## src/rtl/paws_reset_pkg.sv

```systemverilog
// Shared types and default timing for the board reset sequencer.
// Cycle defaults assume the free-running 25 MHz board clock.
package paws_reset_pkg;

    typedef enum logic [2:0] {
        HOLD,
        WAIT_LOCK,
        SDRAM_UP,
        SYS_UP,
        IO_UP,
        RUN
    } seqState_t;

    localparam int DEF_SYNC_STAGES        = 2;
    localparam int DEF_LOCK_STABLE_CYCLES = 1024;
    localparam int DEF_SDRAM_INIT_CYCLES  = 5000;
    localparam int DEF_STAGE_GAP_CYCLES   = 16;
    localparam int DEF_SWRST_HOLD_CYCLES  = 64;

    function automatic int maxOf(input int a, input int b);
        return (a > b) ? a : b;
    endfunction

endpackage

```

## src/rtl/paws_sync_bit.sv

```systemverilog
// N-flop single-bit synchroniser, cleared asynchronously.
// Used for the PLL lock flag and for the local reset release.
module paws_sync_bit #(
    parameter int N = 2
) (
    input  logic clock,
    input  logic resetN,
    input  logic d,
    output logic q
);

    logic [N-1:0] chain;

    always_ff @(posedge clock or negedge resetN) begin
        if (!resetN) begin
            chain <= '0;
        end else begin
            chain <= {chain[N-2:0], d};
        end
    end

    assign q = chain[N-1];

endmodule

```

## src/rtl/paws_reset_sequencer.sv

```systemverilog
// Ordered active-low reset release for SDRAM, system and I/O domains,
// gated on a stable PLL lock and restarted on lock loss or software request.
module paws_reset_sequencer
    import paws_reset_pkg::*;
#(
    parameter int SYNC_STAGES        = DEF_SYNC_STAGES,
    parameter int LOCK_STABLE_CYCLES = DEF_LOCK_STABLE_CYCLES,
    parameter int SDRAM_INIT_CYCLES  = DEF_SDRAM_INIT_CYCLES,
    parameter int STAGE_GAP_CYCLES   = DEF_STAGE_GAP_CYCLES,
    parameter int SWRST_HOLD_CYCLES  = DEF_SWRST_HOLD_CYCLES
) (
    input  logic       clock,
    input  logic       reset_n,
    input  logic       lock_in,
    input  logic       sw_reset_req,
    output logic       rst_sdram_n,
    output logic       rst_system_n,
    output logic       rst_io_n,
    output logic       ready,
    output logic [7:0] lock_lost_cnt
);

    localparam int MAX_CYC = maxOf(
        maxOf(LOCK_STABLE_CYCLES, SDRAM_INIT_CYCLES),
        maxOf(STAGE_GAP_CYCLES, SWRST_HOLD_CYCLES));
    localparam int CW = $clog2(MAX_CYC) + 1;

    typedef logic [CW-1:0] cnt_t;

    localparam cnt_t HOLD_LAST  = cnt_t'(SWRST_HOLD_CYCLES - 1);
    localparam cnt_t LOCK_LAST  = cnt_t'(LOCK_STABLE_CYCLES - 1);
    localparam cnt_t SDRAM_LAST = cnt_t'(SDRAM_INIT_CYCLES - 1);
    localparam cnt_t GAP_LAST   = cnt_t'(STAGE_GAP_CYCLES - 1);

    logic      lockS;
    logic      rstRelease;
    seqState_t state;
    seqState_t nextState;
    cnt_t      cnt;
    cnt_t      nextCnt;
    logic      lostInc;
    logic      sdramOn;
    logic      sysOn;
    logic      ioOn;

    paws_sync_bit #(.N(SYNC_STAGES)) uLockSync (
        .clock  (clock),
        .resetN (reset_n),
        .d      (lock_in),
        .q      (lockS)
    );

    paws_sync_bit #(.N(2)) uRstSync (
        .clock  (clock),
        .resetN (reset_n),
        .d      (1'b1),
        .q      (rstRelease)
    );

    always_comb begin
        nextState = state;
        nextCnt   = cnt + 1'b1;
        if (!rstRelease || sw_reset_req) begin
            nextState = HOLD;
            nextCnt   = '0;
        end else begin
            unique case (state)
                HOLD: begin
                    if (cnt == HOLD_LAST) nextState = WAIT_LOCK;
                end
                WAIT_LOCK: begin
                    if (!lockS) nextCnt = '0;
                    else if (cnt == LOCK_LAST) nextState = SDRAM_UP;
                end
                SDRAM_UP: begin
                    if (!lockS) nextState = HOLD;
                    else if (cnt == SDRAM_LAST) nextState = SYS_UP;
                end
                SYS_UP: begin
                    if (!lockS) nextState = HOLD;
                    else if (cnt == GAP_LAST) nextState = IO_UP;
                end
                IO_UP: begin
                    if (!lockS) nextState = HOLD;
                    else if (cnt == GAP_LAST) nextState = RUN;
                end
                RUN: begin
                    nextCnt = cnt;
                    if (!lockS) nextState = HOLD;
                end
                default: nextState = HOLD;
            endcase
            // Every state entry restarts the shared counter.
            if (nextState != state) nextCnt = '0;
        end
    end

    assign lostInc = rstRelease && !sw_reset_req &&
                     (state == RUN) && !lockS;

    // Outputs decode the next state so they are registered and glitch-free.
    assign sdramOn = nextState inside {SDRAM_UP, SYS_UP, IO_UP, RUN};
    assign sysOn   = nextState inside {SYS_UP, IO_UP, RUN};
    assign ioOn    = nextState inside {IO_UP, RUN};

    always_ff @(posedge clock or negedge reset_n) begin
        if (!reset_n) begin
            state         <= HOLD;
            cnt           <= '0;
            rst_sdram_n   <= 1'b0;
            rst_system_n  <= 1'b0;
            rst_io_n      <= 1'b0;
            ready         <= 1'b0;
            lock_lost_cnt <= '0;
        end else begin
            state        <= nextState;
            cnt          <= nextCnt;
            rst_sdram_n  <= sdramOn;
            rst_system_n <= sysOn;
            rst_io_n     <= ioOn;
            ready        <= (nextState == RUN);
            if (lostInc && (lock_lost_cnt != 8'hFF)) begin
                lock_lost_cnt <= lock_lost_cnt + 8'd1;
            end
        end
    end

endmodule

```

## config.mk

```make
export PLATFORM = sky130hd
export DESIGN_NAME = paws_reset_sequencer
export DESIGN_NICKNAME = d
export VERILOG_FILES = /design/src/rtl/paws_reset_pkg.sv /design/src/rtl/paws_sync_bit.sv /design/src/rtl/paws_reset_sequencer.sv
export SDC_FILE = /design/constraint.sdc
export NUM_CORES = 1
export LEC_CHECK = 0
export BUFFER_PORTS_ARGS = -buffer_cell sky130_fd_sc_hd__buf_2
export CAP_MARGIN = 15
export CORE_ASPECT_RATIO = 2
export CORE_MARGIN = 2
export CORE_UTILIZATION = 40
export DETAILED_ROUTE_END_ITERATION = 8
export PLACE_DENSITY_LB_ADDON = 0.3
export SLEW_MARGIN = 30
export SYNTH_ARGS = -nofsm -noshare
export SYNTH_HDL_FRONTEND = slang
export SYNTH_HIERARCHICAL = 1
export SYNTH_SLANG_ARGS = --single-unit
```

## constraint.sdc

```tcl
create_clock -name clock -period 2.5 [get_ports clock]
set_input_delay 0.25 -clock clock [delete_from_list [all_inputs] [get_ports clock]]
set_output_delay 0.25 -clock clock [all_outputs]
set_load 0.05 [all_outputs]
```

# After elaboration in Yosys (flattened, before gate mapping)
# Cells that the tools add are included.
[word_totals]
regBits = 33
output_inout_bits = 12
wordCells = 56
inputBits = 4
[classes]
n_reduce_logical = 12
mux = 17
n_eq_ne = 16
addsub = 2
[ops]
columns = ["operator", "n"]
rows = [
  ["$mux 14", 3],
  ["$mux 3", 12],
  ["$pmux 14 s2", 1],
  ["$pmux 3 s6", 1],
  ["$add 14x1->14 const B", 1],
  ["$eq 14x10->1 const B", 1],
  ["$eq 14x13->1 const B", 1],
  ["$eq 14x4->1 const B", 1],
  ["$eq 14x6->1 const B", 1],
  ["$eq 3x2->1 const B", 4],
  ["$eq 3x3->1 const B", 4],
  ["$add 8x1->8 const B", 1],
  ["$ne 8x8->1 const B", 1],
  ["$logic_and 1x1->1", 4],
  ["$reduce_bool 4->1", 1],
  ["$eq 3x1->1 const B", 1],
  ["$logic_not 1->1", 3],
  ["$logic_not 3->1", 1],
  ["$ne 3x3->1", 1],
  ["$ne 3x3->1 const B", 1],
  ["$reduce_bool 3->1", 1],
  ["$reduce_bool 2->1", 1],
  ["$logic_or 1x1->1", 1],
]

# Longest topological paths before layout
# Gate-level depths: netlist (run 1).
[depth]
word_depth = 8
mapped_depth = 7
mapped_depth_nobuf = 6

# Modules after synthesis
# Netlist (run 1), hierarchy kept.
[modules_own_cells]
columns = ["module", "cells_per_inst", "area_each_um2", "instances", "seq_area_each_um2"]
rows = [
  ["paws_reset_sequencer", 184, 1697.9, 1, 725.7],
  ["paws_sync_bit", 2, 50.0, 2, 50.0],
]

# Least setup slack after synthesis (run 1)
# No wires, ideal clock.
[synth_timing]
kind = "register -> register"
startpoint = "register cnt[0]"
endpoint = "register cnt[6]"
required_ns = 2.360
setup_time_ns = 0.140
arrival_ns = 1.927
path_slack_ns = 0.433
period_less_slack_ns = 2.067
path_stages_with_launch = 8
n_path_buf = 1
cell_sequence = "dfrtp_1 > ha_1 > nand3_4 > or3_1 > buf_2 > or3_4 > o211ai_2 > a211oi_1"
[synth_between]
elab_chain_cells = 8
word_cells_on_any_way = 22
cone_classes = "add/sub (1); eq/ne (6); mux (15)"
[synth_lines]
columns = ["item", "line_no", "text"]
rows = [
  ["start: declaration", "paws_reset_sequencer.sv:39", "cnt_t cnt;"],
  ["start signal: assignment", "paws_reset_sequencer.sv:117", "cnt <= nextCnt;"],
  ["$eq 14x4->1 (tied with other cells)", "paws_reset_sequencer.sv:81, paws_reset_sequencer.sv:85", ""],
  ["$mux 3 (on tied branches) (2 in series)", "n/a", ""],
  ["$pmux 3 s6", "paws_reset_sequencer.sv:67", "unique case (state)"],
  ["$mux 3", "paws_reset_sequencer.sv:63", "if (!rstRelease || sw_reset_req) begin"],
  ["$ne 3x3->1", "paws_reset_sequencer.sv:94", "if (nextState != state) nextCnt = '0;"],
  ["$mux 14", "paws_reset_sequencer.sv:94", ""],
  ["$mux 14", "paws_reset_sequencer.sv:63", ""],
]
# Several ways; a longest one is shown, not always the timed one. The select of a mux whose other input is x is not followed.
# A chain may end at the register's enable or synchronous reset.

# Worst setup path after layout (run 1)
[layout_timing]
startpoint = "register cnt[0]"
endpoint = "register cnt[8]"
# Same word-level chain as after synthesis.

==> results.sh, run 1 <==
export IMPL_synth_cells=188
export IMPL_dp_hpwl_um=3133
export IMPL_syn_area_um2=1798
export IMPL_finalClockSkew_ns=0.005591
export IMPL_nets=211
export IMPL_core_um2=4339
export IMPL_crit_path_max_fanout=10
export IMPL_cts_sinks=33
export IMPL_synthFlopType="dfrtp_1"
export IMPL_yosysWarningCount=6
export IMPL_gr_total_overflow=0
export IMPL_area_growth_pct=14.06
export IMPL_path_clk_slew_ns=0.07
export IMPL_cts_tree="yes"
export IMPL_power_density_nw_per_um2=530.1
export IMPL_die_width_um=51.41
export IMPL_cts_setup_buffers=0
export IMPL_synth_async_reset_ratio=1.000
export IMPL_finalSetupTns_ns=0
export IMPL_regToRegSetupSlack_ns=0.26
export IMPL_cts_hold_buf=0
export IMPL_antenna_cells=0
export IMPL_antenna_found_initial=0
export IMPL_fp_dieH_um=98.82
export IMPL_switchingPower_uw=240.8
export IMPL_portBuffers=15
export IMPL_grt_pass1_vias=1541
export IMPL_cts_resized=0
export IMPL_end_kind="flop"
export IMPL_drtAntennaViolNets=0
export IMPL_power_frac_seq=0.499
export IMPL_critPathRequiredTime_ns=2.65
export IMPL_critical_path_class="reg2reg"
export IMPL_drive_above_1_share=0.2039
export IMPL_hold_class="in2async"
export IMPL_slowest_delay_ns=0.49
export IMPL_hold_violations=0
export IMPL_fmax_ghz=0.4467
export IMPL_drv_slew=0
export IMPL_start_util=0.4144
export IMPL_layout_min_cycle_time_ns=2.239
export IMPL_io_pins=16
export IMPL_synth_edf_count=0
export IMPL_tightest_slew_ns=0.7221
export IMPL_multi_input_area_um2=918.4
export IMPL_seqCellArea_um2=825.8
export IMPL_outcome="complete, no violations"
export IMPL_pwr_share_clk=0.468
export IMPL_setup_viol=0
export IMPL_numCtsBuffers=5
export IMPL_wire_per_inst_um=15.93
export IMPL_num_rows=34
export IMPL_timing_hold_ws_ns=0.007100
export IMPL_cts_root_buf="clkbuf_8"
export IMPL_syn_num_nets=194
export IMPL_clockBufferDepth=2
export IMPL_synth_cell_types=46
export IMPL_crit_path_cell_trace="ha_1 > nand3_4 > or3_1 > or3_4 > o211ai_2 > a211oi_1"
export IMPL_switching_share=0.2215
export IMPL_grt_pass1_wl_um=7224
export IMPL_routed_via_count=1492
export IMPL_synth_seq_cells=33
export IMPL_max_cap_violations=0
export IMPL_p_int_uw=846.2
export IMPL_die_area_um2=5080
export IMPL_drc=0
export IMPL_totalWireLength_um=4141
export IMPL_drt_vias_per_instance=5.738
export IMPL_grt_start_max_net_pins=34
export IMPL_grt_setup_unrepaired="false"
export IMPL_pwr_share_comb=0.033
export IMPL_cp_data_arrival_time_ns=2.39
export IMPL_grtUsageTotal=0.1898
export IMPL_synth_avg_cell_area_um2=9.564
export IMPL_post_route_period_util=0.8955
export IMPL_htree_levels=2
export IMPL_nFillCells=460
export IMPL_relSlewSlack=0.5186
export IMPL_gp_congestion=0.8638
export IMPL_clk_latency_ns=0.29
export IMPL_drtPass1Iterations=4
export IMPL_drt_iter0_markers=23
export IMPL_vdd_drop_max_mv=0.4913
export IMPL_p_leak_uw=0.0008748
export IMPL_crit_slowest_cell="or3_1"
export IMPL_setup_worst_path_start_class="flop"
export IMPL_yosysSeqAreaShare=0.4593
## per-layer routing
layer,up-vias,GRT usage,part of all wire
met5,-,0,0
met4,0,0.1073,0.036
met3,12,0.03030,0.026
met2,29,0.3412,0.58
met1,729,0.1992,0.35
li1,722,-,-
## path summary, 6_finish.rpt
kind	startpoint	to	cells past startpoint
max	cnt[0]$_DFFE_PN0P_	cnt[8]$_DFFE_PN0P_	6
min	reset_n	lock_lost_cnt[0]$_DFFE_PN0P_	1
max reg2reg	cnt[0]$_DFFE_PN0P_	cnt[8]$_DFFE_PN0P_	6
min reg2reg	uRstSync/chain[0]$_DFF_PN0_	uRstSync/chain[1]$_DFF_PN0_	0
max in group asynchronous	reset_n	cnt[7]$_DFFE_PN0P_	1
min in group clock	lock_in	uLockSync/chain[0]$_DFF_PN0_	1
## per-stage QoR
step	area, um2	util	worst slack (ns)	total power (uW)	cells
after floorplan	1798	-	0.4332	571.5	188
after global placement	1936	0.4461	0.3042	589.6	252
after detailed placement	1936	0.4461	0.2739	590.2	252
after CTS	2051	0.4726	0.2628	1101	260
after global routing	2051	0.4726	0.07037	1134	260
final	2051	0.4726	0.2612	1087	260
## power by group through the flow
stage / sequential [uW] / combinational (uW) / clock [uW]
after floorplan: 551 / 20.5 / 0
after global placement: 553 / 36.9 / 0
after detailed placement: 553 / 37.2 / 0
after CTS: 542 / 37.3 / 521
after global routing: 543 / 41.9 / 549
final: 543 / 35.8 / 509
## registers in the layout, indices dropped and copies added (netlist names)
signal           cells
uRstSync/chain       2
rst_system_n         1
ready                1
cnt                 14
rst_io_n             1
lock_lost_cnt        8
uLockSync/chain      2
rst_sdram_n          1
state                3
## cells in the final DEF, fill, tap and decap left out, drive strengths merged, types with 3 or more instances in the layout
master,Yosys,final
o22ai,4,4
nor4,4,4
xnor2,8,8
a21oi,23,23
o21a,4,4
inv,3,3
dfrtp,33,33
nor3,9,9
a311oi,3,3
nand4,6,6
nand3,5,5
o21ai,7,7
clkbuf,7,5
nor2,10,10
a211oi,4,4
or3b,4,4
and3,5,5
or3,5,5
buf,3,20
nand2,16,16
## critical path, delay by kind of cell (launching register included)
| family | cells | cell delay, ns |
|---|---|---|
| AND/OR/NAND/NOR | 3 | 1.09 |
| flip-flops | 1 | 0.40 |
| AO/OA/AOI/OAI | 2 | 0.34 |
| adder cells (fa/ha/maj) | 1 | 0.26 |
## logic make-up after synthesis
kind of cell / Yosys count / share of synthesized area
flip-flops: 33 / 0.4593
adder cells (fa/ha/maj): 2 / 0.01392
AND/OR/NAND/NOR: 76 / 0.2505
XOR/XNOR: 9 / 0.04384
other: 1 / 0.002086
AO/OA/AOI/OAI: 53 / 0.1942
buffers and inverters: 13 / 0.02992
multiplexers: 1 / 0.006263
## area by class of cell
class | instances | area share
Inverter | 3 | 0.005491
Clock buffer | 5 | 0.03356
Multi-Input combinational cell | 142 | 0.4478
Tap cell | 54 | 0.03295
Sequential cell | 33 | 0.4027
Timing Repair Buffer | 20 | 0.05491
Clock inverter | 3 | 0.02257
## synth_stat cells (all sizes together), types with 5 or more instances
master / instances / area share
a21oi: 23 / 0.064
and3: 5 / 0.017
clkbuf: 7 / 0.015
dfrtp: 33 / 0.46
nand2: 16 / 0.033
nand3: 5 / 0.021
nand4: 6 / 0.021
nor2: 10 / 0.021
nor3: 9 / 0.025
o21ai: 7 / 0.019
or3: 5 / 0.020
xnor2: 8 / 0.039
No activity file was read; power rests on OpenSTA's default activity.
==> inputs of run 2 (changes only) <==
ABC_AREA = 1   (was unset)
==> run 2 against run 1 <==
Effect of this change:
- clock power grew 6.1%
- wire length grew 0.70%
- final cell count grew 24%
- sequential share of layout area shrank 2.9 points
- power grew 6.9%
- global-route usage shrank 0.34 points
- critical path type unchanged
- sequential power grew 3.7%
- die area grew 8.8%
==> results.sh, run 2 <==
export IMPL_outcome="complete, no violations"
export IMPL_yosysWarningCount=6
export IMPL_synth_async_reset_ratio=1.000
export IMPL_max_cap_violations=0
export IMPL_fp_dieH_um=103.2
export IMPL_core_um2=4820
export IMPL_synth_adder_area_share=0.01272
export IMPL_drt_vias_per_instance=4.997
export IMPL_grt_pass1_vias=1695
export IMPL_seqCellArea_um2=825.8
export IMPL_layout_min_cycle_time_ns=2.032
export IMPL_grt_pass1_wl_um=7452
export IMPL_drive_above_1_share=0.2180
export IMPL_grtUsageTotal=0.1864
export IMPL_end_kind="flop"
export IMPL_cts_setup_buffers=0
export IMPL_mostFrequentLayoutCell="nand2_1"
export IMPL_gp_congestion=0.9105
export IMPL_io_pins=16
export IMPL_finalSetupTns_ns=0
export IMPL_drc=0
export IMPL_drtAntennaViolNets=0
export IMPL_fmax_ghz=0.4920
export IMPL_critical_path_class="reg2reg"
export IMPL_yosysMostFrequentCell="nand2_1"
export IMPL_crit_path_cell_trace="ha_1 > nand3_4 > nor2_4 > nand2_2 > nand2_1 > nand2_1 > nor2_2 > nand2_2 > nand2_2 > nand2_2 > nand2_4 > nor2_1"
export IMPL_slowest_delay_ns=0.40
export IMPL_htree_levels=2
export IMPL_synth_simple_area_share=0.3601
export IMPL_nets=271
export IMPL_hold_class="in2async"
export IMPL_clk_latency_ns=0.30
export IMPL_multi_input_area_um2=960.9
export IMPL_post_route_period_util=0.8130
export IMPL_totalWireLength_um=4170
export IMPL_nFillCells=480
export IMPL_die_area_um2=5528
export IMPL_path_clk_slew_ns=0.07
export IMPL_relSlewSlack=0.5041
export IMPL_start_util=0.4081
export IMPL_synth_top_family_by_area="simple AND/OR/NAND/NOR gates"
export IMPL_area_growth_pct=12.21
export IMPL_syn_area_um2=1967
export IMPL_largest_reg_flops=14
export IMPL_design_power_total_uw=1163
export IMPL_vdd_drop_max_mv=0.6327
export IMPL_antenna_cells=0
export IMPL_syn_num_nets=252
export IMPL_power_density_nw_per_um2=526.8
export IMPL_cts_tree="yes"
export IMPL_cts_sinks=33
export IMPL_gr_total_overflow=0
export IMPL_yosysSeqAreaShare=0.4198
export IMPL_synth_area_mux_share=0.005725
export IMPL_synth_cell_types=34
export IMPL_clockBufferDepth=2
export IMPL_synthTopCellsByCount="nand2_1 (47), inv_1 (34), dfrtp_1 (33), nor2_1 (33), nand3_1 (16)"
export IMPL_wire_per_inst_um=12.91
export IMPL_drt_iter0_markers=35
export IMPL_finalClockSkew_ns=0.01137
export IMPL_synth_seq_cells=33
export IMPL_largest_registers="cnt x14, lock_lost_cnt x8, state x3"
export IMPL_die_width_um=53.59
export IMPL_synth_compound_area_frac=0.05471
export IMPL_cts_root_buf="clkbuf_8"
export IMPL_crit_path_max_fanout=14
export IMPL_tightest_slew_ns=0.7439
export IMPL_regMostFlops="cnt"
export IMPL_routed_via_count=1614
export IMPL_drv_slew=0
export IMPL_portBuffers=15
export IMPL_synth_top_area_frac=0.4198
export IMPL_synthTopCellsByArea="dfrtp_1 (42%), nand2_1 (9.0%), inv_1 (6.5%)"
export IMPL_drtPass1Iterations=4
export IMPL_finalInstanceArea_um2=2207
export IMPL_grt_setup_unrepaired="false"
export IMPL_setup_viol=0
export IMPL_final_cell_mix="nand2_1 (47), inv_1 (34), nor2_1 (33), dfrtp_1 (33), nand3_1 (16)"
export IMPL_num_rows=36
export IMPL_setup_worst_path_start_class="flop"
export IMPL_preCtsSetupSlack_ns=0.4557
export IMPL_hold_violations=0
export IMPL_fin_ws_ns=0.4676
export IMPL_synth_cells=246
export IMPL_cts_resized=0
export IMPL_antenna_found_initial=0
export IMPL_synthFlopType="dfrtp_1"
export IMPL_yosys_area_share_xor_xnor=0.05344
export IMPL_crit_slowest_cell="dfrtp_1"
export IMPL_cp_data_arrival_time_ns=2.21
export IMPL_place_area_um2=2087
export IMPL_critPathRequiredTime_ns=2.67
export IMPL_synth_edf_count=0
export IMPL_cts_hold_buf=0
export IMPL_synth_avg_cell_area_um2=7.995
export IMPL_grt_start_max_net_pins=34
export IMPL_dp_hpwl_um=3217
export IMPL_numCtsBuffers=5
export IMPL_p_leak_uw=0.001131
export IMPL_yosysTopAreaCell="dfrtp_1"
export IMPL_crit_top_cell="nand2_2"
## run 2: cell count changes after synthesis, moves of 5 or more
cell,previous run,this run
nand3_1,4,16
nor3_1,9,3
nand2_2,0,5
nor2_1,10,33
nor2_2,0,6
inv_2,0,5
nor2_4,0,11
inv_1,3,34
xor2_1,1,7
nand2_1,16,47
a21oi_1,23,6
and3_1,5,0
clkbuf_1,6,1
## run 2: final cells by class
class                      instances  share of cell area
timing repair buffer              16             0.03741
clock buffer                       6             0.03741
sequential                        33              0.3741
inverter                          39             0.06633
clock inverter                     2             0.01701
tap                               57             0.03231
multi-input combinational        170              0.4354
## run 2: layer usage
metal	vias up	track usage	part of all wire
met5	-	0	0
met4	0	0.1223	0.051
met3	17	0.02874	0.027
met2	35	0.3466	0.57
met1	761	0.1785	0.35
li1	801	-	-
## run 2: final timing paths
check                                               end  slack [ns]  depth (start not counted)                    startpoint
hold / removal                      cnt[10]$_DFFE_PN0P_        0.02                          1                       reset_n
setup reg to reg                    cnt[13]$_DFFE_PN0P_        0.47                         12            cnt[0]$_DFFE_PN0P_
min in group clock         uLockSync/chain[0]$_DFF_PN0_        0.06                          1                       lock_in
hold reg to reg            uLockSync/chain[1]$_DFF_PN0_        0.35                          0  uLockSync/chain[0]$_DFF_PN0_
max in group asynchronous  lock_lost_cnt[2]$_DFFE_PN0P_        2.01                          1                       reset_n
setup / recovery                    cnt[13]$_DFFE_PN0P_        0.47                         12            cnt[0]$_DFFE_PN0P_
## run 2: kinds of logic after synthesis
| kind of cell | after synthesis |
|---|---|
| compound gates | 18 |
| buf+inv | 43 |
| mux | 1 |
| fa+ha+maj | 2 |
| xor+xnor | 12 |
| simple gates | 136 |
| other cells | 1 |
| flops | 33 |
## run 2: through the flow
step	cells	hold WS (ns)	utilization
2_1_floorplan	246	-0.04559	-
3_3_place_gp	315	0.3343	0.4330
3_5_place_dp	315	0.3364	0.4330
4_1_cts	323	0.03285	0.4579
5_1_grt	323	0.05153	0.4579
6_report	323	0.01545	0.4579
## run 2: worst max-delay path: cells and delay by family, from the launching register on
family / cells / cell delay [ns]
adder cells (fa/ha/maj): 1 / 0.26
flip-flops: 1 / 0.40
AND/OR/NAND/NOR: 11 / 1.24
## run 2: report_power, final
part | switching [uW] | internal [uW]
logic | 35.7 | 24.3
registers | 14.8 | 548
clock network | 216 | 324
==> inputs of run 3 (changes only) <==
clock period = 1.67 ns   (was 2.5 ns; I/O delays follow)
==> run 3 against run 2 <==
Effect of this change:
- the run now ends with setup timing left
- worst setup slack got worse by 0.56 ns
- power increased by 44%
- clock-buffer cell count increased by 1
- global-route usage increased by 0.77 points
- register-to-register slack got worse by 0.56 ns
- combinational power increased to 2.7 times the previous value
- clock skew decreased by 0.0031 ns
- non-clock buffer count increased by 45
- final area increased by 20%
- critical path depth increased by 1
- critical endpoint is now cnt[2]$_DFFE_PN0P_
- clock power increased by 25%
==> results.sh, run 3 (synthesis gave the netlist of run 2 again) <==
export IMPL_outcome="finished, violations left"
export IMPL_violations="setup timing"
export IMPL_drtAntennaViolNets=0
export IMPL_pwr_share_comb=0.098
export IMPL_grtUsageTotal=0.1941
export IMPL_start_util=0.4081
export IMPL_htree_levels=2
export IMPL_fmax_ghz=0.5662
export IMPL_regMostFlops="cnt"
export IMPL_largest_registers="cnt x14, lock_lost_cnt x8, state x3"
export IMPL_finalInstanceArea_um2=2655
export IMPL_die_area_um2=5528
export IMPL_antenna_found_initial=0
export IMPL_max_cap_violations=0
export IMPL_routed_via_count=1800
export IMPL_largest_reg_flops=14
export IMPL_crit_path_max_fanout=4
export IMPL_io_pins=16
export IMPL_cts_root_buf="clkbuf_8"
export IMPL_mostFrequentLayoutCell="nand2_1"
export IMPL_numCtsBuffers=5
export IMPL_r2r_cells=13
export IMPL_area_growth_pct=34.99
export IMPL_gp_congestion=0.8383
export IMPL_drv_slew=0
export IMPL_layout_min_cycle_time_ns=1.766
export IMPL_switchingPower_uw=396.6
export IMPL_drc=0
export IMPL_fp_dieH_um=103.2
export IMPL_min_path_cells=3
export IMPL_preCtsSetupSlack_ns=-0.07014
export IMPL_grt_start_max_net_pins=14
export IMPL_drt_vias_per_instance=4.891
export IMPL_dp_hpwl_um=3552
export IMPL_grt_pass1_vias=1794
export IMPL_critPathRequiredTime_ns=1.85
export IMPL_setup_worst_path_start_class="flop"
export IMPL_power_frac_seq=0.501
export IMPL_end_kind="flop"
export IMPL_totalWireLength_um=4683
export IMPL_wire_per_inst_um=12.73
export IMPL_gr_total_overflow=0
export IMPL_drtPass1Iterations=4
export IMPL_antenna_cells=0
export IMPL_drive_above_1_share=0.3923
export IMPL_post_route_period_util=1.058
export IMPL_portBuffers=15
export IMPL_fin_ws_ns=-0.09626
export IMPL_cts_tree="yes"
export IMPL_nets=316
export IMPL_drt_iter0_markers=39
export IMPL_power_density_nw_per_um2=631.4
export IMPL_vdd_drop_max_mv=0.7170
export IMPL_p_leak_uw=0.001375
export IMPL_core_um2=4820
export IMPL_hold_violations=0
export IMPL_r2r_start="cnt[0]$_DFFE_PN0P_"
export IMPL_setup_viol=14
export IMPL_grt_pass1_wl_um=7721
export IMPL_final_cell_mix="nand2_1 (44), buf_4 (41), inv_1 (32)"
export IMPL_p_int_uw=1280
export IMPL_min_to="state[0]$_DFF_PN0_"
export IMPL_place_area_um2=2400
export IMPL_clk_latency_ns=0.28
export IMPL_hold_start="sw_reset_req"
export IMPL_cts_sinks=33
export IMPL_final_util=0.5509
export IMPL_die_width_um=53.59
export IMPL_clockBufferDepth=2
export IMPL_r2r_end="cnt[2]$_DFFE_PN0P_"
export IMPL_grt_setup_unrepaired="true"
export IMPL_critical_path_class="reg2reg"
export IMPL_regToRegSetupSlack_ns=-0.1
export IMPL_num_rows=36
export IMPL_pwr_share_clk=0.402
export IMPL_switching_share=0.2366
export IMPL_path_clk_slew_ns=0.07
export IMPL_cp_data_arrival_time_ns=1.94
export IMPL_hold_class="in2reg"
export IMPL_finalClockSkew_ns=0.008305
==> run 3: changes by cell type in the layout (fill, tap and decap cells not counted), moves of 2 or more <==
cell           change
buf_4             +40
nor2_1             -9
nor2_4             +6
dfrtp_1            -5
dfrtp_2            +5
nand2_1            -3
nand2_2            +3
nor2_2             +3
dlygate4sd3_1      +2
inv_1              -2
inv_2              +2
o21ai_0            -2
o21ai_1            +2
==> run 3: worst max-delay path: stages, from the launching register on <==
cell,delay [ns]
dfrtp_1,0.39
ha_4,0.17
nand3_4,0.13
nor2_4,0.15
nand2_2,0.07
nand2_2,0.06
nand2_2,0.07
nor2_4,0.12
nand2_2,0.07
nand2_2,0.06
nand2_2,0.05
nand2_4,0.11
clkbuf_16,0.17
nor2_4,0.03
==> run 3: how the worst max path moves through the flow <==
stage                                   from             endpoint  slack (ns)
after floorplan           cnt[1]$_DFFE_PN0P_   cnt[0]$_DFFE_PN0P_       0.003
after detailed placement  cnt[1]$_DFFE_PN0P_  cnt[10]$_DFFE_PN0P_       -0.07
after global placement    cnt[4]$_DFFE_PN0P_   cnt[6]$_DFFE_PN0P_       -0.07
after global routing      cnt[1]$_DFFE_PN0P_   cnt[3]$_DFFE_PN0P_       -0.22
final                     cnt[0]$_DFFE_PN0P_   cnt[2]$_DFFE_PN0P_        -0.1
after CTS                 cnt[1]$_DFFE_PN0P_   cnt[6]$_DFFE_PN0P_       -0.09
==> run 3: power by group through the flow <==
stage	combinational (uW)	clock, uW	sequential (uW)
6_report	163	673	840
5_1_grt	180	721	841
4_1_cts	147	689	840
3_5_place_dp	145	0	855
3_3_place_gp	140	0	853
2_1_floorplan	71.7	0	856
==> run 3: what timing repair did <==
action / CTS / global route
resized for setup: 6 / 22
hold buffers: 2 / 0
setup buffers: 1 / 3
cloned: 0 / 1
pin swaps: 1 / 10
endpoints found under the setup margin: 14 / 23
hold endpoints to repair: 12 / 0
==> run 3: area by class of cell <==
type,count,area [um2]
Fill cell,437,2165
Multi-Input combinational cell,170,1045
Sequential cell,33,832.0
Timing Repair Buffer,61,459.2
Inverter,39,146.4
Clock buffer,7,96.34
Tap cell,57,71.32
Clock inverter,1,5.005
==> run 3: through the flow <==
| stage | cells | setup TNS [ns] | hold slack [ns] | power (uW) |
|---|---|---|---|---|
| floorplan | 246 | 0 | -0.1286 | 927.8 |
| global placement | 353 | -0.7630 | 0.05368 | 993.6 |
| detailed placement | 353 | -0.7509 | 0.05293 | 1001 |
| CTS | 364 | -0.8867 | 0.1976 | 1677 |
| global route | 368 | -3.029 | 0.2492 | 1742 |
| finish | 368 | -1.113 | 0.2273 | 1676 |
==> run 3: layer usage <==
metal	global-route usage	wire (um)	up-vias
met5	0	0	-
met4	0.09270	165	0
met3	0.02443	111	13
met2	0.3742	2801	38
met1	0.1927	1605	859
li1	-	-	890
